File: src/rtl/l2norm_stream_arbiter.sv
`default_nettype none
// ============================================================================
// Module  : l2norm_stream_arbiter
// Brief   : Whole-packet round-robin sharing of one L2-norm engine; an in-order
//           tag FIFO routes each engine result back to its packet's owner.
// Revision: 1.0
// ============================================================================
module l2norm_stream_arbiter #(
   parameter int NUM_REQ         = 4,
   parameter int DATA_W          = 64,
   parameter int RES_W           = 32,
   parameter int MAX_OUTSTANDING = 2
) (
   input  logic                       clock,
   input  logic                       reset,
   input  logic [NUM_REQ*DATA_W-1:0]  s_tdata,
   input  logic [NUM_REQ-1:0]         s_tvalid,
   input  logic [NUM_REQ-1:0]         s_tlast,
   output logic [NUM_REQ-1:0]         s_tready,
   output logic [DATA_W-1:0]          m_tdata,
   output logic                       m_tvalid,
   output logic                       m_tlast,
   input  logic                       m_tready,
   input  logic [RES_W-1:0]           r_tdata,
   input  logic                       r_tvalid,
   output logic                       r_tready,
   output logic [RES_W-1:0]           o_tdata,
   output logic [NUM_REQ-1:0]         o_tvalid,
   input  logic [NUM_REQ-1:0]         o_tready,
   output logic [$clog2(NUM_REQ)-1:0] grant_id,
   output logic                       busy,
   output logic                       orphan_err
);

   localparam int c_gnt_w = $clog2(NUM_REQ);
   localparam int c_ptr_w = (MAX_OUTSTANDING > 1) ? $clog2(MAX_OUTSTANDING) : 1;
   localparam int c_cnt_w = $clog2(MAX_OUTSTANDING + 1);

   typedef enum logic [0:0] {
      S_IDLE  = 1'b0,
      S_GRANT = 1'b1
   } state_t;

   state_t             state_q;
   logic [c_gnt_w-1:0] grant_q;
   logic [c_gnt_w-1:0] last_q;
   logic [c_gnt_w-1:0] tag_q [MAX_OUTSTANDING];
   logic [c_ptr_w-1:0] wr_ptr_q, wr_ptr_d;
   logic [c_ptr_w-1:0] rd_ptr_q, rd_ptr_d;
   logic [c_cnt_w-1:0] count_q, count_d;
   logic               orphan_q;

   logic [DATA_W-1:0]  w_beat [NUM_REQ];
   logic               w_win_found;
   logic [c_gnt_w-1:0] w_win_id;
   logic               w_empty, w_full, w_push, w_pop, w_last_beat, w_granted;
   logic [c_gnt_w-1:0] w_head;

   generate
      for (genvar gi = 0; gi < NUM_REQ; gi++) begin : g_unpack
         assign w_beat[gi] = s_tdata[gi*DATA_W +: DATA_W];
      end
   endgenerate

   // Round-robin search starting just after the previous owner.
   always_comb begin
      logic [c_gnt_w-1:0] idx;
      idx         = '0;
      w_win_found = 1'b0;
      w_win_id    = '0;
      for (int k = 1; k <= NUM_REQ; k++) begin
         idx = c_gnt_w'((int'(last_q) + k) % NUM_REQ);
         if (!w_win_found && s_tvalid[idx]) begin
            w_win_found = 1'b1;
            w_win_id    = idx;
         end
      end
   end

   assign w_granted   = (state_q == S_GRANT);
   assign w_empty     = (count_q == '0);
   assign w_full      = (count_q == c_cnt_w'(MAX_OUTSTANDING));
   assign w_push      = (state_q == S_IDLE) && w_win_found && !w_full;
   assign w_head      = tag_q[rd_ptr_q];
   assign w_pop       = r_tvalid && r_tready;
   assign w_last_beat = w_granted && s_tvalid[grant_q] && s_tlast[grant_q] && m_tready;

   assign m_tdata  = w_beat[grant_q];
   assign m_tvalid = w_granted && s_tvalid[grant_q];
   assign m_tlast  = w_granted && s_tlast[grant_q];

   always_comb begin
      s_tready = '0;
      if (w_granted) s_tready[grant_q] = m_tready;
   end

   assign o_tdata  = r_tdata;
   assign r_tready = o_tready[w_head] && !w_empty;

   always_comb begin
      o_tvalid = '0;
      if (r_tvalid && !w_empty) o_tvalid[w_head] = 1'b1;
   end

   assign busy       = w_granted || !w_empty;
   assign grant_id   = grant_q;
   assign orphan_err = orphan_q;

   always_comb begin
      wr_ptr_d = wr_ptr_q;
      rd_ptr_d = rd_ptr_q;
      count_d  = count_q;
      if (w_push)
         wr_ptr_d = (wr_ptr_q == c_ptr_w'(MAX_OUTSTANDING - 1)) ? '0 : wr_ptr_q + c_ptr_w'(1);
      if (w_pop)
         rd_ptr_d = (rd_ptr_q == c_ptr_w'(MAX_OUTSTANDING - 1)) ? '0 : rd_ptr_q + c_ptr_w'(1);
      case ({w_push, w_pop})
         2'b10:   count_d = count_q + c_cnt_w'(1);
         2'b01:   count_d = count_q - c_cnt_w'(1);
         default: count_d = count_q;
      endcase
   end

   always_ff @(posedge clock) begin
      if (!reset) begin
         state_q  <= S_IDLE;
         grant_q  <= '0;
         last_q   <= c_gnt_w'(NUM_REQ - 1);
         wr_ptr_q <= '0;
         rd_ptr_q <= '0;
         count_q  <= '0;
         orphan_q <= 1'b0;
      end else begin
         wr_ptr_q <= wr_ptr_d;
         rd_ptr_q <= rd_ptr_d;
         count_q  <= count_d;
         if (r_tvalid && w_empty) orphan_q <= 1'b1;
         if (w_push) tag_q[wr_ptr_q] <= w_win_id;
         case (state_q)
            S_IDLE: begin
               if (w_push) begin
                  grant_q <= w_win_id;
                  state_q <= S_GRANT;
               end
            end
            S_GRANT: begin
               if (w_last_beat) begin
                  last_q  <= grant_q;
                  state_q <= S_IDLE;
               end
            end
            default: state_q <= S_IDLE;
         endcase
      end
   end

endmodule
`default_nettype wire

File: config.mk
export PLATFORM = sky130hd
export DESIGN_NAME = l2norm_stream_arbiter
export DESIGN_NICKNAME = d
export VERILOG_FILES = /design/src/rtl/l2norm_stream_arbiter.sv
export SDC_FILE = /design/constraint.sdc
export NUM_CORES = 1
export LEC_CHECK = 0
export ABC_AREA = 1
export CORE_AREA = 3 3 159 161
export DETAILED_ROUTE_END_ITERATION = 8
export DIE_AREA = 0 0 162 164
export PLACE_DENSITY = 0.46
export SKIP_CTS_REPAIR_TIMING = 1
export SYNTH_ARGS = -nofsm -noshare
export SYNTH_HDL_FRONTEND = slang
export SYNTH_SLANG_ARGS = --single-unit
File: constraint.sdc
create_clock -name clock -period 2.25 [get_ports clock]
set_input_delay 0.675 -clock clock [delete_from_list [all_inputs] [get_ports clock]]
set_output_delay 0.675 -clock clock [all_outputs]
set_load 0.05 [all_outputs]
==> results.md, run 1 <==
- Status: complete, but fails checks
- Failing checks: setup timing
- CP Cell Sequence: clkinv_4 -> nor2_4 -> buf_12 -> buf_4 -> a22oi_1 -> nand2_1 -> buf_12
- Endpoint kind of the worst setup timing path: output pin
- Final cell area excluding filler cells: 8660 µm²
- Worst Setup Slack post-DPL: -0.303 ns
- Maximum capacitance violations: 0
- Wire length per cell after detailed routing: 19.1 µm
- Sequential cell area fraction in the yosys report: 12.6%
- Placement row count: 57
- Count of cells along the worst hold path: 1
- Standard cell area after detailed placement: 7460 µm²
- Area share of fa/ha/maj cells after synthesis: 0.464%
- Final core utilization: 35.9%
- Classification of the worst setup path: reg2out
- Fill cell count: 2483
- Clock transition time at the flip-flop clock pins of the worst setup and hold paths: 0.05 ns
- Pwr dens: 1700 nW/µm²
- Final RePlAce weighted congestion: 0.771
- Combinational family with the most area after synthesis: compound AO/OA/AOI/OAI gates
- Crit Path Max Fanout: 9
- Worst voltage drop across the vdd grid: 0.836 mV
- Boundary Pins: 415
- Arrival time of the worst setup path: 1.63 ns
- Post-synthesis instance total: 436
- Largest stage delay on the critical path: 0.42 ns
- Share of layout cells above drive strength 1: 40.3%
- Maximum buffer depth of the clock tree: 2
- Pin count of the biggest net entering global routing: 38
- Input/output buffers: 350
- Simple-Gate Fraction of Synth Area: 33.5%
- Count of vias placed by the detailed router: 4555
- Count of cell types in the netlist: 30
- Number of cells traversed by the worst register-to-register path: 14
- Root Buffer Master: sky130_fd_sc_hd__clkbuf_16
- Count of antenna-violating nets left after detailed routing: 0
- Fmax: 0.434 GHz
- Antenna violations before repair: 0
- Core Area: 24100 µm²
- Number of buffers created by CTS: 3
- Xor-xnor portion of the synthesized cell area: 0%
- Startpoint type of the worst setup path: flip-flop
- Post-Syn Area per Cell: 6.18 µm²
- Leakage dissipation: 3.74 nW
- Die height: 164 µm
- Normalized max-slew margin: 65.4%
- Slowest library cell on the worst path: sky130_fd_sc_hd__dfxtp_4
- Number of iterations in the first detailed-routing pass: 6
- Most common cell on crit path: sky130_fd_sc_hd__buf_12
- Multiplexer area fraction after synthesis: 0%
- Number of warnings printed during yosys synthesis: 0
- Count of pins over their slew limit: 0
- Initial standard-cell utilization of the core: 11.2%
- Worst Path Required: 1.57 ns
- Final Hold Violating Endpoints: 0
- Hold Path Class: reg2reg
- Unrepaired setup endpoints after global routing: true
- Number of inserted diodes: 0
- Synthesized flop and latch total: 15
- Period utilisation layout: 103%
- Htree depth: 1
- DRT Wirelength: 21.4 mm
- Die Span X: 162 µm
- Actual transition at the worst max-transition pin: 0.517 ns
- First-pass GRT wire length: 26.2 mm
- Number of remaining DRC errors: 0
- Total Die Area: 26600 µm²
- Synthesized area: 2690 µm²
- Post-route clock skew: 0.00192 ns
- CTS Sinks: 15
- Final net count: 1100
- GRT overflow: 0
- Post-detail-place hpwl: 16.3 mm
- Number of global-route vias before repair: 4292
- Synth Area in Compound Gates: 35.3%
- Minimum setup slack in the final design: -0.0564 ns
- Iteration-0 DRC Markers: 206
- Final setup TNS: -0.381 ns
- Area used by multi-input combinational logic: 2550 µm²
- Post-layout minimum cycle time: 2.31 ns
- Area used by sequential logic in the layout: 349 µm²
- Area Overhead vs Synth: 222%
- TritonCTS clock tree: done
- Post-DR vias/cell: 4.07
- Post-Syn Nets: 741
- GRT Overall Usage: 12.7%
- Clock latency on the worst-skew pair: 0.24 ns
- Count of final setup violators: 17
==> critical path, delay by kind of cell, from the launching register on <==
kind	cells	cell delay, ns
AOI/OAI and AO/OA	1	0.07
buffers and inverters	4	0.54
DFF	1	0.42
and+or+nand+nor	2	0.33
==> layer usage <==
layer  track usage, %  wire length (µm)  up-vias
li1                 -                 -     2240
met1             16.1              8550     2073
met2             22.0             10900      210
met3             3.23              1540       32
met4             2.17               373        0
met5                0                 0        -
==> sequential cells by signal, summed over array words and instances, names as in the netlist, named ones only <==
register    flops
last_q          2
rd_ptr_q        1
wr_ptr_q        1
grant_id        2
orphan_err      1
count_q         2
tag_q           4
state_q         1
==> power by group <==
group          switching (W)  internal (W)  leakage [nW]
Clock               0.000105      0.000237        0.0409
Combinational        0.00747       0.00642          3.57
Sequential          0.000141      0.000402         0.130
Total                0.00771       0.00706          3.74
==> through the flow <==
step / total power (W) / instances / hold slack (ns)
5_1_grt: 0.0154 / 1118 / 0.499
6_report: 0.0148 / 1118 / 0.472
4_1_cts: 0.0130 / 1089 / 0.474
3_5_place_dp: 0.0126 / 1085 / 0.463
2_1_floorplan: 0.00655 / 436 / 0.443
3_3_place_gp: 0.0127 / 1085 / 0.449
==> final timing paths <==
path                                 start                       to  slack, ns
hold / removal     orphan_err$_SDFFE_PN0P_  orphan_err$_SDFFE_PN0P_       0.47
setup / recovery  grant_id[0]$_SDFFE_PN0P_              m_tdata[51]      -0.06
hold reg to reg    orphan_err$_SDFFE_PN0P_  orphan_err$_SDFFE_PN0P_       0.47
setup reg to reg    last_q[0]$_SDFFE_PN1P_  count_q[1]$_SDFFE_PN0P_       0.36
==> layout by cell type (no fill, tap or decap), drive strengths merged <==
master and n:
clkdlybuf4s50 236, inv 23, nand2 137, buf 133, edfxtp 4, o211ai 2, nand3b 3, dlymetal6s2s 36
nand4 2, clkbuf 14, clkinv 2, a21oi 6, dfxtp 11, a31oi 1, a22oi 115, o21ai 5
ha 1, nor3 8, nor2 26, nand3 28, o21a 1
==> synthesized netlist by cell type <==
library cell                 n  area, µm²
sky130_fd_sc_hd__nand2_1   128        480
sky130_fd_sc_hd__nand3b_1    3       22.5
sky130_fd_sc_hd__nand3_4     1       17.5
sky130_fd_sc_hd__o211ai_1    2       15.0
sky130_fd_sc_hd__o21ai_0     2       10.0
sky130_fd_sc_hd__nor2_4      1       11.3
sky130_fd_sc_hd__edfxtp_1    4        120
sky130_fd_sc_hd__dfxtp_1    11        220
sky130_fd_sc_hd__buf_2      27        135
sky130_fd_sc_hd__buf_6       1       11.3
sky130_fd_sc_hd__inv_1      19       71.3
sky130_fd_sc_hd__nand3_1    25        125
sky130_fd_sc_hd__buf_4      33        248
sky130_fd_sc_hd__ha_1        1       12.5
sky130_fd_sc_hd__nand4_1     2       12.5
sky130_fd_sc_hd__nor3_1      7       35.0
sky130_fd_sc_hd__inv_2       5       18.8
sky130_fd_sc_hd__a21oi_1     6       30.0
sky130_fd_sc_hd__nand2_4     2       22.5
sky130_fd_sc_hd__nor2_2      3       18.8
sky130_fd_sc_hd__o21ai_2     1       8.76
sky130_fd_sc_hd__clkbuf_1    1       3.75
sky130_fd_sc_hd__nor2_1     22       82.6
sky130_fd_sc_hd__a22oi_1   115        863
sky130_fd_sc_hd__o21ai_1     2       10.0
sky130_fd_sc_hd__a31oi_1     1       6.26
sky130_fd_sc_hd__nand2_2     7       43.8
sky130_fd_sc_hd__o21a_1      1       7.51
sky130_fd_sc_hd__nand3_2     2       20.0
sky130_fd_sc_hd__nor3_2      1       10.0
==> area by class of cell <==
type,count,area share (%)
repair buffers,416,59.8
multi-input cells,335,29.4
well taps,324,4.68
flip-flops and latches,15,4.03
inverters,24,1.21
clock buffers,3,0.867
clock inverters,1,0.0578
==> cells by family after synthesis <==
group	after synthesis
AOI/OAI and AO/OA	130
and+or+nand+nor	204
buffers and inverters	86
adders and majority gates	1
DFF	15
(Power assumes the default switching activity.)
==> run 2, diff against run 1 <==
--- a/config.mk
+++ b/config.mk
@@ -10,6 +10,7 @@
 export DETAILED_ROUTE_END_ITERATION = 8
 export DIE_AREA = 0 0 162 164
 export PLACE_DENSITY = 0.46
+export SETUP_SLACK_MARGIN = 0.5
 export SKIP_CTS_REPAIR_TIMING = 1
 export SYNTH_ARGS = -nofsm -noshare
 export SYNTH_HDL_FRONTEND = slang
==> run 2 against run 1 <==
The flow still finishes with violations (setup timing); cell count increased by 2.5%; via count increased by 5.8%; sequential share of layout area decreased by 0.16 points; critical endpoint is now m_tdata[24].
==> results.md, run 2 (synthesis results as in run 1) <==
- Worst voltage drop across the vdd grid: 0.878 mV (+5.0%)
- Count of vias placed by the detailed router: 4818 (+5.8%)
- GRT Overall Usage: 15.5% (+2.8 points)
- Crit Path Max Fanout: 1 (-8)
- Startpoint type of the worst setup path: input port
- Flip-flop count of the largest register, all copies and words added: 4 (unchanged)
- Fmax: 0.435 GHz (+0.32%)
- Root Buffer Master: sky130_fd_sc_hd__clkbuf_16
- Wire length per cell after detailed routing: 21.7 µm (+14%)
- Hold Path Class: reg2reg
- Boundary Pins: 415 (unchanged)
- Normalized max-slew margin: 65.1% (-0.30 points)
- TritonCTS clock tree: done
- Placement row count: 57 (unchanged)
- Classification of the worst setup path: in2out
- Total Power Consumption: 0.0164 W (+11%)
- DRT Wirelength: 24.9 mm (+16%)
- Post-DR vias/cell: 4.20 (+3.2%)
- Top register by number of flip-flops: tag_q
- Post-layout minimum cycle time: 2.30 ns (-0.00733 ns)
- Total Die Area: 26600 µm² (unchanged)
- Leading cell type in the layout, fill and taps excluded: sky130_fd_sc_hd__clkdlybuf4s50_1
- Antenna violations before repair: 6 (+6)
- Maximum buffer depth of the clock tree: 2 (unchanged)
- Iteration-0 DRC Markers: 134 (-35%)
- Standard cell area after detailed placement: 8030 µm² (+7.6%)
- CTS Sinks: 15 (unchanged)
- First-pass GRT wire length: 30.8 mm (+18%)
- Post-detail-place hpwl: 18.9 mm (+17%)
- Number of global-route vias before repair: 4609 (+7.4%)
- Die Span X: 162 µm (unchanged)
- Htree depth: 1 (unchanged)
- Worst Path Required: 1.57 ns (about the same)
- Leakage dissipation: 4.01 nW (+7.3%)
- Fill cell count: 2516 (+1.3%)
- Actual transition at the worst max-transition pin: 0.522 ns (+0.00526 ns)
- Period utilisation layout: 102% (-0.33 points)
- Count of antenna-violating nets left after detailed routing: 0 (unchanged)
- Failing checks: setup timing
- Count of final setup violators: 13 (-4)
- Minimum setup slack in the final design: -0.0490 ns (+0.00733 ns)
- Final RePlAce weighted congestion: 0.815 (+5.7%)
- Final cell area excluding filler cells: 9450 µm² (+9.1%)
- Initial standard-cell utilization of the core: 11.2% (unchanged)
- Count of pins over their slew limit: 0 (unchanged)
- Number of buffers created by CTS: 3 (unchanged)
- Share of layout cells above drive strength 1: 51.8% (+11 points)
- Die height: 164 µm (unchanged)
- Post-route clock skew: 0.000694 ns (-0.00123 ns)
- Area Overhead vs Synth: 251%
- Final setup TNS: -0.211 ns (+0.170 ns)
- Status: complete, but fails checks
- Final Hold Violating Endpoints: 0 (unchanged)
- Core Area: 24100 µm² (unchanged)
- Number of remaining DRC errors: 0 (unchanged)
- Arrival time of the worst setup path: 1.62 ns (about the same)
- Final net count: 1127 (+2.5%)
- Clock latency on the worst-skew pair: 0.25 ns (about the same)
- Number of iterations in the first detailed-routing pass: 4 (-2)
- Pwr dens: 1740 nW/µm² (+1.9%)
- Most frequent cells in the layout: 228 x sky130_fd_sc_hd__clkdlybuf4s50_1, 91 x sky130_fd_sc_hd__a22oi_2, 86 x sky130_fd_sc_hd__buf_12
- Maximum capacitance violations: 0 (unchanged)
- Unrepaired setup endpoints after global routing: true
- Clock transition time at the flip-flop clock pins of the worst setup and hold paths: 0.05 ns (about the same)
- Pin count of the biggest net entering global routing: 40 (+5.3%)
- Endpoint kind of the worst setup timing path: output pin
- Input/output buffers: 350 (unchanged)
- GRT overflow: 0 (unchanged)
[run 2: area by class of cell]
cell class              count  area, µm²  area share (%)
flip-flops and latches     15        365            3.86
repair buffers            443       5480            58.0
well taps                 324        405            4.29
multi-input cells         335       3010            31.8
inverters                  24        113            1.19
clock buffers               4       78.8           0.834
diodes                      1       2.50          0.0265
[run 2: where the power goes]
part           switching [W]  internal, W  total, W
clock network       0.000107     0.000240  0.000347
logic                0.00817      0.00732    0.0155
registers           0.000176     0.000420  0.000596
total                0.00845      0.00798    0.0164
[run 2: final timing paths]
kind | from | end | slack, ns | cells past startpoint
setup / recovery | s_tdata[24] | m_tdata[24] | -0.05 | 5
hold / removal | count_q[1]$_SDFFE_PN0P_ | count_q[1]$_SDFFE_PN0P_ | 0.46 | 1
setup reg to reg | tag_q[1][1]$_DFFE_PP_ | count_q[0]$_SDFFE_PN0P_ | 0.43 | 13
hold reg to reg | count_q[1]$_SDFFE_PN0P_ | count_q[1]$_SDFFE_PN0P_ | 0.46 | 1
[run 2: layer usage]
layer	up-vias	global-route usage, %	wire length, µm
li1	2309	-	-
met2	206	27.6	12500
met4	8	2.48	425
met1	2257	17.6	9550
met5	-	0	55
met3	38	6.43	2320
[run 2: through the flow]
stage | hold WS (ns) | cells | util [%] | worst slack, ns
2_1_floorplan | 0.447 | 436 | - | 0.270
3_3_place_gp | 0.454 | 1097 | 33.3 | -0.270
3_5_place_dp | 0.462 | 1097 | 33.3 | -0.266
4_1_cts | 0.473 | 1101 | 33.6 | -0.266
5_1_grt | 0.483 | 1146 | 39.2 | -0.127
6_report | 0.456 | 1146 | 39.2 | -0.0490
[run 2: worst max-delay path, cell delays in order]
cell	delay, ns
sky130_fd_sc_hd__clkdlybuf4s50_1	0.41
sky130_fd_sc_hd__a22oi_2	0.18
sky130_fd_sc_hd__buf_4	0.15
sky130_fd_sc_hd__nand2_2	0.06
sky130_fd_sc_hd__buf_12	0.15
